### src/rtl/ctrl_reg_file_pkg.sv
// Shared encodings for the CIDER Zorro II control register file: Z2 bus states,
// register map indices and the DTACK handshake states.
package ctrl_reg_file_pkg;

    localparam logic [1:0] Z2_IDLE  = 2'd0;
    localparam logic [1:0] Z2_ADDR  = 2'd1;
    localparam logic [1:0] Z2_DATA  = 2'd2;
    localparam logic [1:0] Z2_END   = 2'd3;

    localparam int REG_CTRL     = 0;
    localparam int REG_PROGBANK = 1;
    localparam int REG_STATUS   = 2;
    localparam int REG_SCRATCH0 = 3;

    typedef enum logic {
        CTRL_IDLE = 1'b0,
        CTRL_ACK  = 1'b1
    } ctrl_state_e;

endpackage

### src/rtl/ctrl_ack_fsm.sv
// Qualifies a Z2 data-phase access to the control block and produces a one-edge
// access strobe plus DTACK held for the rest of the bus cycle.
module ctrl_ack_fsm
    import ctrl_reg_file_pkg::*;
(
    input  logic       clk,
    input  logic       rst_n,
    input  logic       i_as_n,
    input  logic [1:0] i_z2_state,
    input  logic       i_ctrl_access,
    output logic       o_access_strobe,
    output logic       o_dtack
);

    ctrl_state_e r_state;
    ctrl_state_e w_next_state;
    logic        w_qualified;

    assign w_qualified = (i_z2_state == Z2_DATA) && i_ctrl_access && !i_as_n;

    // NOTE: state registers use non-blocking assignment so every flop samples pre-edge values.
    always_ff @(posedge clk or negedge rst_n) begin
        if (!rst_n) begin
            r_state <= CTRL_IDLE;
        end else begin
            r_state <= w_next_state;
        end
    end

    // NOTE: every output of this block gets a default first, so no path infers a latch.
    always_comb begin
        w_next_state    = r_state;
        o_access_strobe = 1'b0;
        case (r_state)
            CTRL_IDLE: begin
                if (w_qualified) begin
                    w_next_state    = CTRL_ACK;
                    o_access_strobe = 1'b1;
                end
            end
            CTRL_ACK: begin
                // Stay here until the bus cycle ends so a long AS_n gives only one access.
                if (i_as_n || (i_z2_state != Z2_DATA)) begin
                    w_next_state = CTRL_IDLE;
                end
            end
            default: w_next_state = CTRL_IDLE;
        endcase
    end

    assign o_dtack = (r_state == CTRL_ACK);

endmodule

### src/rtl/ctrl_reg_file.sv
// CIDER Zorro II control register file: boot overlay, flash programming bank,
// other-RAM enable, read-only status and scratch nibbles with own DTACK.
module ctrl_reg_file
    import ctrl_reg_file_pkg::*;
#(
    parameter int         NUM_REGS = 4,
    parameter int         BANK_W   = 2,
    parameter logic [7:0] CIA_PAGE = 8'hBF
) (
    input  logic                        CLK,
    input  logic                        RESET_n,
    input  logic                        AS_n,
    input  logic                        RW,
    input  logic [7:0]                  ADDR,
    input  logic [$clog2(NUM_REGS)-1:0] reg_sel,
    input  logic [3:0]                  DIN,
    input  logic [1:0]                  z2_state,
    input  logic                        ctrl_access,
    input  logic                        flash_enabled,
    input  logic [BANK_W-1:0]           flash_bank,
    output logic [3:0]                  DOUT,
    output logic                        dtack,
    output logic                        flash_a18,
    output logic [BANK_W-1:0]           flash_bank_hi,
    output logic                        otherram_en,
    output logic                        OVL
);

    localparam int SEL_W = $clog2(NUM_REGS);

    logic              w_access_strobe;
    logic              w_wr;
    logic              w_rd;
    int                w_sel;
    logic              w_ctrl_wr;
    logic              w_cia_clear;
    logic [3:0]        w_rdata;

    logic              r_ovl;
    logic              r_otherram_en;
    logic [BANK_W-1:0] r_progbank;
    logic [3:0]        r_dout;
    logic [3:0]        r_scratch [REG_SCRATCH0:NUM_REGS-1];

    ctrl_ack_fsm u_ack_fsm (
        .clk             (CLK),
        .rst_n           (RESET_n),
        .i_as_n          (AS_n),
        .i_z2_state      (z2_state),
        .i_ctrl_access   (ctrl_access),
        .o_access_strobe (w_access_strobe),
        .o_dtack         (dtack)
    );

    assign w_sel       = {{(32-SEL_W){1'b0}}, reg_sel};
    assign w_wr        = w_access_strobe && !RW;
    assign w_rd        = w_access_strobe && RW;
    assign w_ctrl_wr   = w_wr && (w_sel == REG_CTRL);
    // The first write into CIA space means Kickstart is running; it drops the overlay whatever the decoder says.
    assign w_cia_clear = (ADDR == CIA_PAGE) && !RW && !AS_n;

    // DIN[0..2] carry bus bits 12..14: bit12 is the set/clear value, 13/14 select the targets.
    always_ff @(posedge CLK or negedge RESET_n) begin
        if (!RESET_n) begin
            r_ovl         <= 1'b1;
            r_otherram_en <= 1'b0;
        end else begin
            if (w_ctrl_wr && DIN[1]) begin
                r_otherram_en <= DIN[0];
            end
            if (w_cia_clear) begin
                r_ovl <= 1'b0;
            end else if (w_ctrl_wr && DIN[2]) begin
                r_ovl <= DIN[0];
            end
        end
    end

    always_ff @(posedge CLK or negedge RESET_n) begin
        if (!RESET_n) begin
            r_progbank <= '0;
            r_dout     <= '0;
        end else begin
            if (w_wr && (w_sel == REG_PROGBANK)) begin
                r_progbank <= BANK_W'(DIN);
            end
            if (w_rd) begin
                r_dout <= w_rdata;
            end
        end
    end

    // NOTE: the scratch array is a handful of flops, so it is cleared on reset like any other register.
    always_ff @(posedge CLK or negedge RESET_n) begin
        if (!RESET_n) begin
            for (int i = REG_SCRATCH0; i < NUM_REGS; i++) begin
                r_scratch[i] <= 4'h0;
            end
        end else begin
            for (int i = REG_SCRATCH0; i < NUM_REGS; i++) begin
                if (w_wr && (w_sel == i)) begin
                    r_scratch[i] <= DIN;
                end
            end
        end
    end

    always_comb begin
        w_rdata = 4'h0;
        if (w_sel == REG_CTRL) begin
            w_rdata = {1'b0, r_ovl, r_otherram_en, 1'b0};
        end else if (w_sel == REG_PROGBANK) begin
            w_rdata = 4'(r_progbank);
        end else if (w_sel == REG_STATUS) begin
            w_rdata = {flash_enabled, 3'(flash_bank)};
        end else begin
            for (int i = REG_SCRATCH0; i < NUM_REGS; i++) begin
                if (w_sel == i) begin
                    w_rdata = r_scratch[i];
                end
            end
        end
    end

    assign DOUT          = r_dout;
    assign OVL           = r_ovl;
    assign otherram_en   = r_otherram_en;
    // While overlaid, the low half of the map fetches from the ROM image in the upper flash half.
    assign flash_a18     = (r_ovl && !ADDR[7]) ? 1'b1 : ADDR[3];
    assign flash_bank_hi = flash_enabled ? flash_bank : r_progbank;

endmodule
### config.mk
export PLATFORM = sky130hd
export DESIGN_NAME = ctrl_reg_file
export DESIGN_NICKNAME = d
export VERILOG_FILES = /design/src/rtl/ctrl_reg_file_pkg.sv /design/src/rtl/ctrl_ack_fsm.sv /design/src/rtl/ctrl_reg_file.sv
export SDC_FILE = /design/constraint.sdc
export NUM_CORES = 1
export LEC_CHECK = 0
export CORE_MARGIN = 4
export CORE_UTILIZATION = 44
export CTS_BUF_LIST = sky130_fd_sc_hd__clkbuf_8
export CTS_CLUSTER_DIAMETER = 80
export CTS_CLUSTER_SIZE = 24
export DETAILED_ROUTE_END_ITERATION = 7
export HOLD_SLACK_MARGIN = 0.02
export PLACE_DENSITY = 0.89
export SYNTH_ARGS = -nofsm -noshare
export SYNTH_HDL_FRONTEND = slang
export SYNTH_SLANG_ARGS = --single-unit
export TNS_END_PERCENT = 30
### constraint.sdc
create_clock -name CLK -period 4.05 [get_ports CLK]
set_input_delay 0.6075 -clock CLK [delete_from_list [all_inputs] [get_ports CLK]]
set_output_delay 0.6075 -clock CLK [all_outputs]
set_load 0.05 [all_outputs]
==> results of run 1 <==
-- layout make-up --
| cell class | instances | area (um^2) |
|---|---|---|
| repair buffers | 33 | 330 |
| clock inverters | 1 | 3.75 |
| fillers | 118 | 418 |
| flip-flops and latches | 13 | 327 |
| multi-input cells | 40 | 377 |
| inverters | 2 | 7.51 |
| well taps | 16 | 20.0 |
| clock buffers | 3 | 41.3 |
-- worst paths after layout --
check                      cells past startpoint                        start                  endpoint
min in group asynchronous                      1                      RESET_n       DOUT[3]$_DFFE_PN0P_
max in group asynchronous                      1                      RESET_n  r_scratch[2]$_DFFE_PN0P_
hold / removal                                 1          DOUT[0]$_DFFE_PN0P_       DOUT[0]$_DFFE_PN0P_
setup / recovery                               3                flash_enabled          flash_bank_hi[1]
setup reg to reg                               3  u_ack_fsm.o_dtack$_DFF_PN0_   otherram_en$_DFFE_PN0P_
hold reg to reg                                1          DOUT[0]$_DFFE_PN0P_       DOUT[0]$_DFFE_PN0P_
-- routing by layer --
metal	track usage (%)	share of wire [%]	vias up
li1	-	-	285
met1	16.7	41	293
met2	26.3	51	25
met3	3.99	6.9	2
met4	2.76	0.43	0
met5	0	0	-
-- power by group --
part / internal (W) / switching, W / total, W
combinational: 0.0000632 / 0.0000735 / 0.000137
clock: 0.0000668 / 0.0000459 / 0.000113
sequential: 0.000148 / 0.0000101 / 0.000159
total: 0.000278 / 0.000129 / 0.000408
-- sequential cells by signal, indices dropped and copies added (netlist names) --
register	flops
otherram_en	1
DOUT	4
r_scratch	4
OVL	1
u_ack_fsm.o_dtack	1
r_progbank	2
-- stage by stage --
stage / setup WS (ps) / util [%] / area [um^2] / hold WS (ps)
floorplan: 1900 / - / 719 / 312
global placement: 1260 / 69.6 / 1060 / 487
detailed placement: 1250 / 69.6 / 1060 / 496
CTS: 1250 / 72.6 / 1110 / 509
global route: 1220 / 72.6 / 1110 / 519
finish: 1260 / 72.6 / 1110 / 503
-- kinds of logic (layout without fill, tap and decap cells) --
group           after synthesis  after routing  synth area share (%)
buf+inv                       4             39                  2.26
compound gates                4              4                  4.00
mux                          17             17                  27.7
flops                        13             13                  45.4
simple gates                 19             19                  20.7
-- Yosys cell counts (2+ instances only) --
master | count | area [um^2]
mux2i_1 | 3 | 30.0
nor2_1 | 2 | 7.51
dfrtp_1 | 12 | 300
nand4_1 | 2 | 12.5
nand2b_1 | 2 | 12.5
mux2_2 | 13 | 146
nand3_1 | 2 | 10.0
inv_1 | 2 | 7.51
nand2_1 | 2 | 7.51
nor4b_1 | 3 | 26.3
==> flow_metrics.tcl, run 1 <==
set metrics [dict create \
    synth-edff-count 0 \
    grt_pass1_wl_um 2740 \
    grt_max_degree 14 \
    leakage_nw 0.466 \
    min_path_type "flip-flop to flip-flop" \
    ys.flop_type "dfrtp_1" \
    ff2ff_setup_slack_ps 2450 \
    vdd_drop_max_mv 0.212 \
    critPathArrivalTime_ps 2180 \
    crit_path_max_fanout 3 \
    die_h_um 48.4 \
    maxSlewHeadroom_pct 55.5 \
    skew_ps 0.917 \
    final_cell_mix "clkdlybuf4s50_1, mux2_2, dfrtp_1" \
    initial_utilization_pct 47.2 \
    syn-num-nets 81 \
    tightest_slew_ps 658 \
    die-width_um 48.4 \
    cts_buffers 3 \
    grt.overflow.total 0 \
    required_ps 3440 \
    drive_gt1_share_pct 25.0 \
    dr_total_vias 605 \
    htreeDepth 1 \
    maxCapViolations 0 \
    power_density_mw_per_mm2 369 \
    wl_um 1620 \
    finalCriticalPeriod_ps 2790 \
    power.total_w 0.000408 \
    outcome "complete, no violations" \
    cts.clk_slew.worst_paths_ps 60 \
    clock_latency_ps 240 \
    synthArstFlopShare_pct 100 \
    finalHoldViolCount 0 \
    synth_cells 57 \
    synth_cell_type_count 24 \
    yosys_warnings 0 \
    cts_setup_buffers 0 \
    max_freq_ghz 0.358 \
    ios 34 \
    layout.nets 117 \
    holdBufCountCts 0 \
    grt_pass1_vias 633 \
    cts_root_buffer "clkbuf_8" \
    fin_crit_sh_pct 68.9 \
    cts-resized-gates 0 \
    critPathCaptureType "primary output" \
    ys_seq_area_share_pct 45.4 \
    path_delay_family "buffers and inverters" \
    placedCellCount 104 \
    track_usage_pct 14.5 \
    syn_avg_cell_area_um2 12.6 \
    worstPathCellList "clkdlybuf4s50_1 > mux2_2 > clkdlybuf4s50_1" \
    ant_nets 0 \
    dp.final_hpwl_um 1290 \
    drtIter0Drc 9 \
    area_growth_pct 53.7 \
    num_antenna_cells 0 \
    clk_path_buf_depth 2 \
    setup_viol 0 \
    die_area_mm2 0.00235 \
    max_stage_delay_ps 700 \
    crit_top_cell "clkdlybuf4s50_1" \
    crit_type "primary input to primary output" \
    cts_tree "done" \
    cp_num_buf_inv 2 \
    core.rowCount 14 \
    netlist_area_um2 719 \
    rsz0062_at_grt "no" \
    routedWlPerCell_um 15.0 \
    drt_first_pass_iters 4 \
    drc_errors 0 \
    viasPerCell 5.60 \
    port_buffers 33 \
    critPathSlowestCell "clkdlybuf4s50_1" \
    numClockSinks 13 \
    final_cells 108 \
    finalMaxSlewViolations 0 \
    grt_antenna_before_repair 0 \
    fin_setup_tns_ps 0 \
    gp_congestion 0.760 \
    final_common_cell "clkdlybuf4s50_1" \
    ys_ff_latch 13 \
    core_mm2 0.00152 \
    startpoint_type "primary input" \
]
(Power assumes the default switching activity.)
==> run 2: changes to the inputs <==
--- a/config.mk
+++ b/config.mk
@@ -6,13 +6,13 @@
 export NUM_CORES = 1
 export LEC_CHECK = 0
 export CORE_MARGIN = 4
-export CORE_UTILIZATION = 44
+export CORE_UTILIZATION = 41
 export CTS_BUF_LIST = sky130_fd_sc_hd__clkbuf_8
 export CTS_CLUSTER_DIAMETER = 80
 export CTS_CLUSTER_SIZE = 24
 export DETAILED_ROUTE_END_ITERATION = 7
 export HOLD_SLACK_MARGIN = 0.02
-export PLACE_DENSITY = 0.89
+export PLACE_DENSITY = 0.84
 export SYNTH_ARGS = -nofsm -noshare
 export SYNTH_HDL_FRONTEND = slang
 export SYNTH_SLANG_ARGS = --single-unit
==> constraint.sdc (replaced) <==
create_clock -name CLK -period 2.85 [get_ports CLK]
set_input_delay 0.4275 -clock CLK [delete_from_list [all_inputs] [get_ports CLK]]
set_output_delay 0.4275 -clock CLK [all_outputs]
set_load 0.05 [all_outputs]
==> flow_metrics.tcl, run 2 (synthesis gave the netlist of run 1 again) <==
set metrics [dict create \
    final_common_cell "clkdlybuf4s50_1" \
    cts.clk_slew.worst_paths_ps 50 \
    fin_util_pct 70.2 \
    crit_type "primary input to primary output" \
    path_delay_family "buffers and inverters" \
    required_ps 2420 \
    drive_gt1_share_pct 25.0 \
    final_cell_mix "clkdlybuf4s50_1, mux2_2, dfrtp_1" \
    critPathArrivalTime_ps 2010 \
    min_path_type "flip-flop to flip-flop" \
    cts_setup_buffers 0 \
    port_buffers 33 \
    clock_latency_ps 240 \
    maxCapViolations 0 \
    drtIter0Drc 4 \
    rsz0062_at_grt "no" \
    switching_share_pct 31.5 \
    grt_pass1_wl_um 2840 \
    grt_antenna_before_repair 0 \
    routedWlPerCell_um 15.0 \
    viasPerCell 5.35 \
    wl_um 1620 \
    skew_ps 2.36 \
    drc_errors 0 \
    crit_top_cell "clkdlybuf4s50_1" \
    critPathSlowestCell "clkdlybuf4s50_1" \
    maxSlewHeadroom_pct 61.3 \
    tightest_slew_ps 579 \
    gp_congestion 0.740 \
    internal_power_w 0.000396 \
    ios 34 \
    clockPowerShare_pct 27.5 \
    power_density_mw_per_mm2 523 \
    finalMaxSlewViolations 0 \
    numClockSinks 13 \
    holdBufCountCts 0 \
    layout.nets 117 \
    drt_first_pass_iters 4 \
    grt_pass1_vias 597 \
    die_area_mm2 0.00249 \
    num_antenna_cells 0 \
    track_usage_pct 15.2 \
    vdd_drop_max_mv 0.371 \
    fin_crit_sh_pct 85.4 \
    hold_start "DOUT[2]$_DFFE_PN0P_" \
    finalCriticalPeriod_ps 2430 \
    leakage_nw 0.466 \
    cts_root_buffer "clkbuf_8" \
    cp_num_buf_inv 2 \
    critPathCaptureType "primary output" \
    die-width_um 49.9 \
    worstPathCellList "clkdlybuf4s50_1 > mux2_2 > clkdlybuf4s50_1" \
    initial_utilization_pct 45.6 \
    power_frac_comb_pct 33.7 \
    core.rowCount 14 \
    dp.final_hpwl_um 1380 \
    grt_max_degree 14 \
    cts_buffers 3 \
    critical_path.startpoint "flash_enabled" \
    ant_nets 0 \
    max_freq_ghz 0.411 \
    dp_slack_ps 407 \
    core_mm2 0.00158 \
    clk_path_buf_depth 2 \
    final_area_mm2 0.00111 \
    crit_path_max_fanout 3 \
    die_h_um 49.9 \
    switching_power_w 0.000182 \
    setup_viol 0 \
    timing.hold.ws_ps 504 \
    cts_tree "done" \
    postPlaceCellArea_mm2 0.00106 \
    finalHoldViolCount 0 \
    fin_ws_ps 416 \
    cts-resized-gates 0 \
    area_growth_pct 53.7 \
    startpoint_type "primary input" \
    fin_setup_tns_ps 0 \
    dr_total_vias 578 \
    outcome "complete, no violations" \
    htreeDepth 1 \
    r2r_start "u_ack_fsm.o_dtack$_DFF_PN0_" \
    max_stage_delay_ps 700 \
    grt.overflow.total 0 \
    seq_power_share_pct 38.9 \
]
## run 2: worst register-to-register path, delay by kind of cell (launching register included)
kind | cells | cell delay, ps
flops | 1 | 400
mux | 1 | 380
simple gates | 2 | 600
## run 2: area by class of cell
| type | instances | area [um^2] |
|---|---|---|
| Fill cell | 122 | 470 |
| Multi-Input combinational cell | 40 | 377 |
| Timing Repair Buffer | 33 | 330 |
| Sequential cell | 13 | 327 |
| Clock buffer | 3 | 41.3 |
| Tap cell | 16 | 20.0 |
| Inverter | 2 | 7.51 |
| Clock inverter | 1 | 3.75 |
## run 2: power groups by stage
stage | clock network, W | registers, W | logic, W
6_report | 0.000159 | 0.000225 | 0.000195
4_1_cts | 0.000166 | 0.000225 | 0.000196
3_5_place_dp | 0 | 0.000228 | 0.000196
5_1_grt | 0.000172 | 0.000229 | 0.000206
2_1_floorplan | 0 | 0.000273 | 0.0000675
3_3_place_gp | 0 | 0.000227 | 0.000193
## run 2: final timing paths
| check | end | slack, ps | cells after the start |
|---|---|---|---|
| worst max-delay path | flash_bank_hi[0] | 420 | 3 |
| worst min-delay path | DOUT[2]$_DFFE_PN0P_ | 500 | 1 |
| worst max register to register | r_scratch[1]$_DFFE_PN0P_ | 1350 | 3 |
| worst min register to register | DOUT[2]$_DFFE_PN0P_ | 500 | 1 |
| max in group asynchronous | u_ack_fsm.o_dtack$_DFF_PN0_ | 1920 | 1 |
| min in group asynchronous | otherram_en$_DFFE_PN0P_ | 550 | 1 |
## run 2: through the flow
step                instances  power, W
global route              108  0.000608
detailed placement        104  0.000423
CTS                       108  0.000587
finish                    108  0.000578
global placement          104  0.000420
floorplan                  57  0.000341
## run 2: per-layer routing
layer | global-route usage [%] | vias up | part of all wire, %
met3 | 4.52 | 4 | 6.8
met5 | 0 | - | 0
li1 | - | 286 | -
met2 | 25.1 | 17 | 50
met1 | 18.1 | 271 | 42
met4 | 6.91 | 0 | 1.5
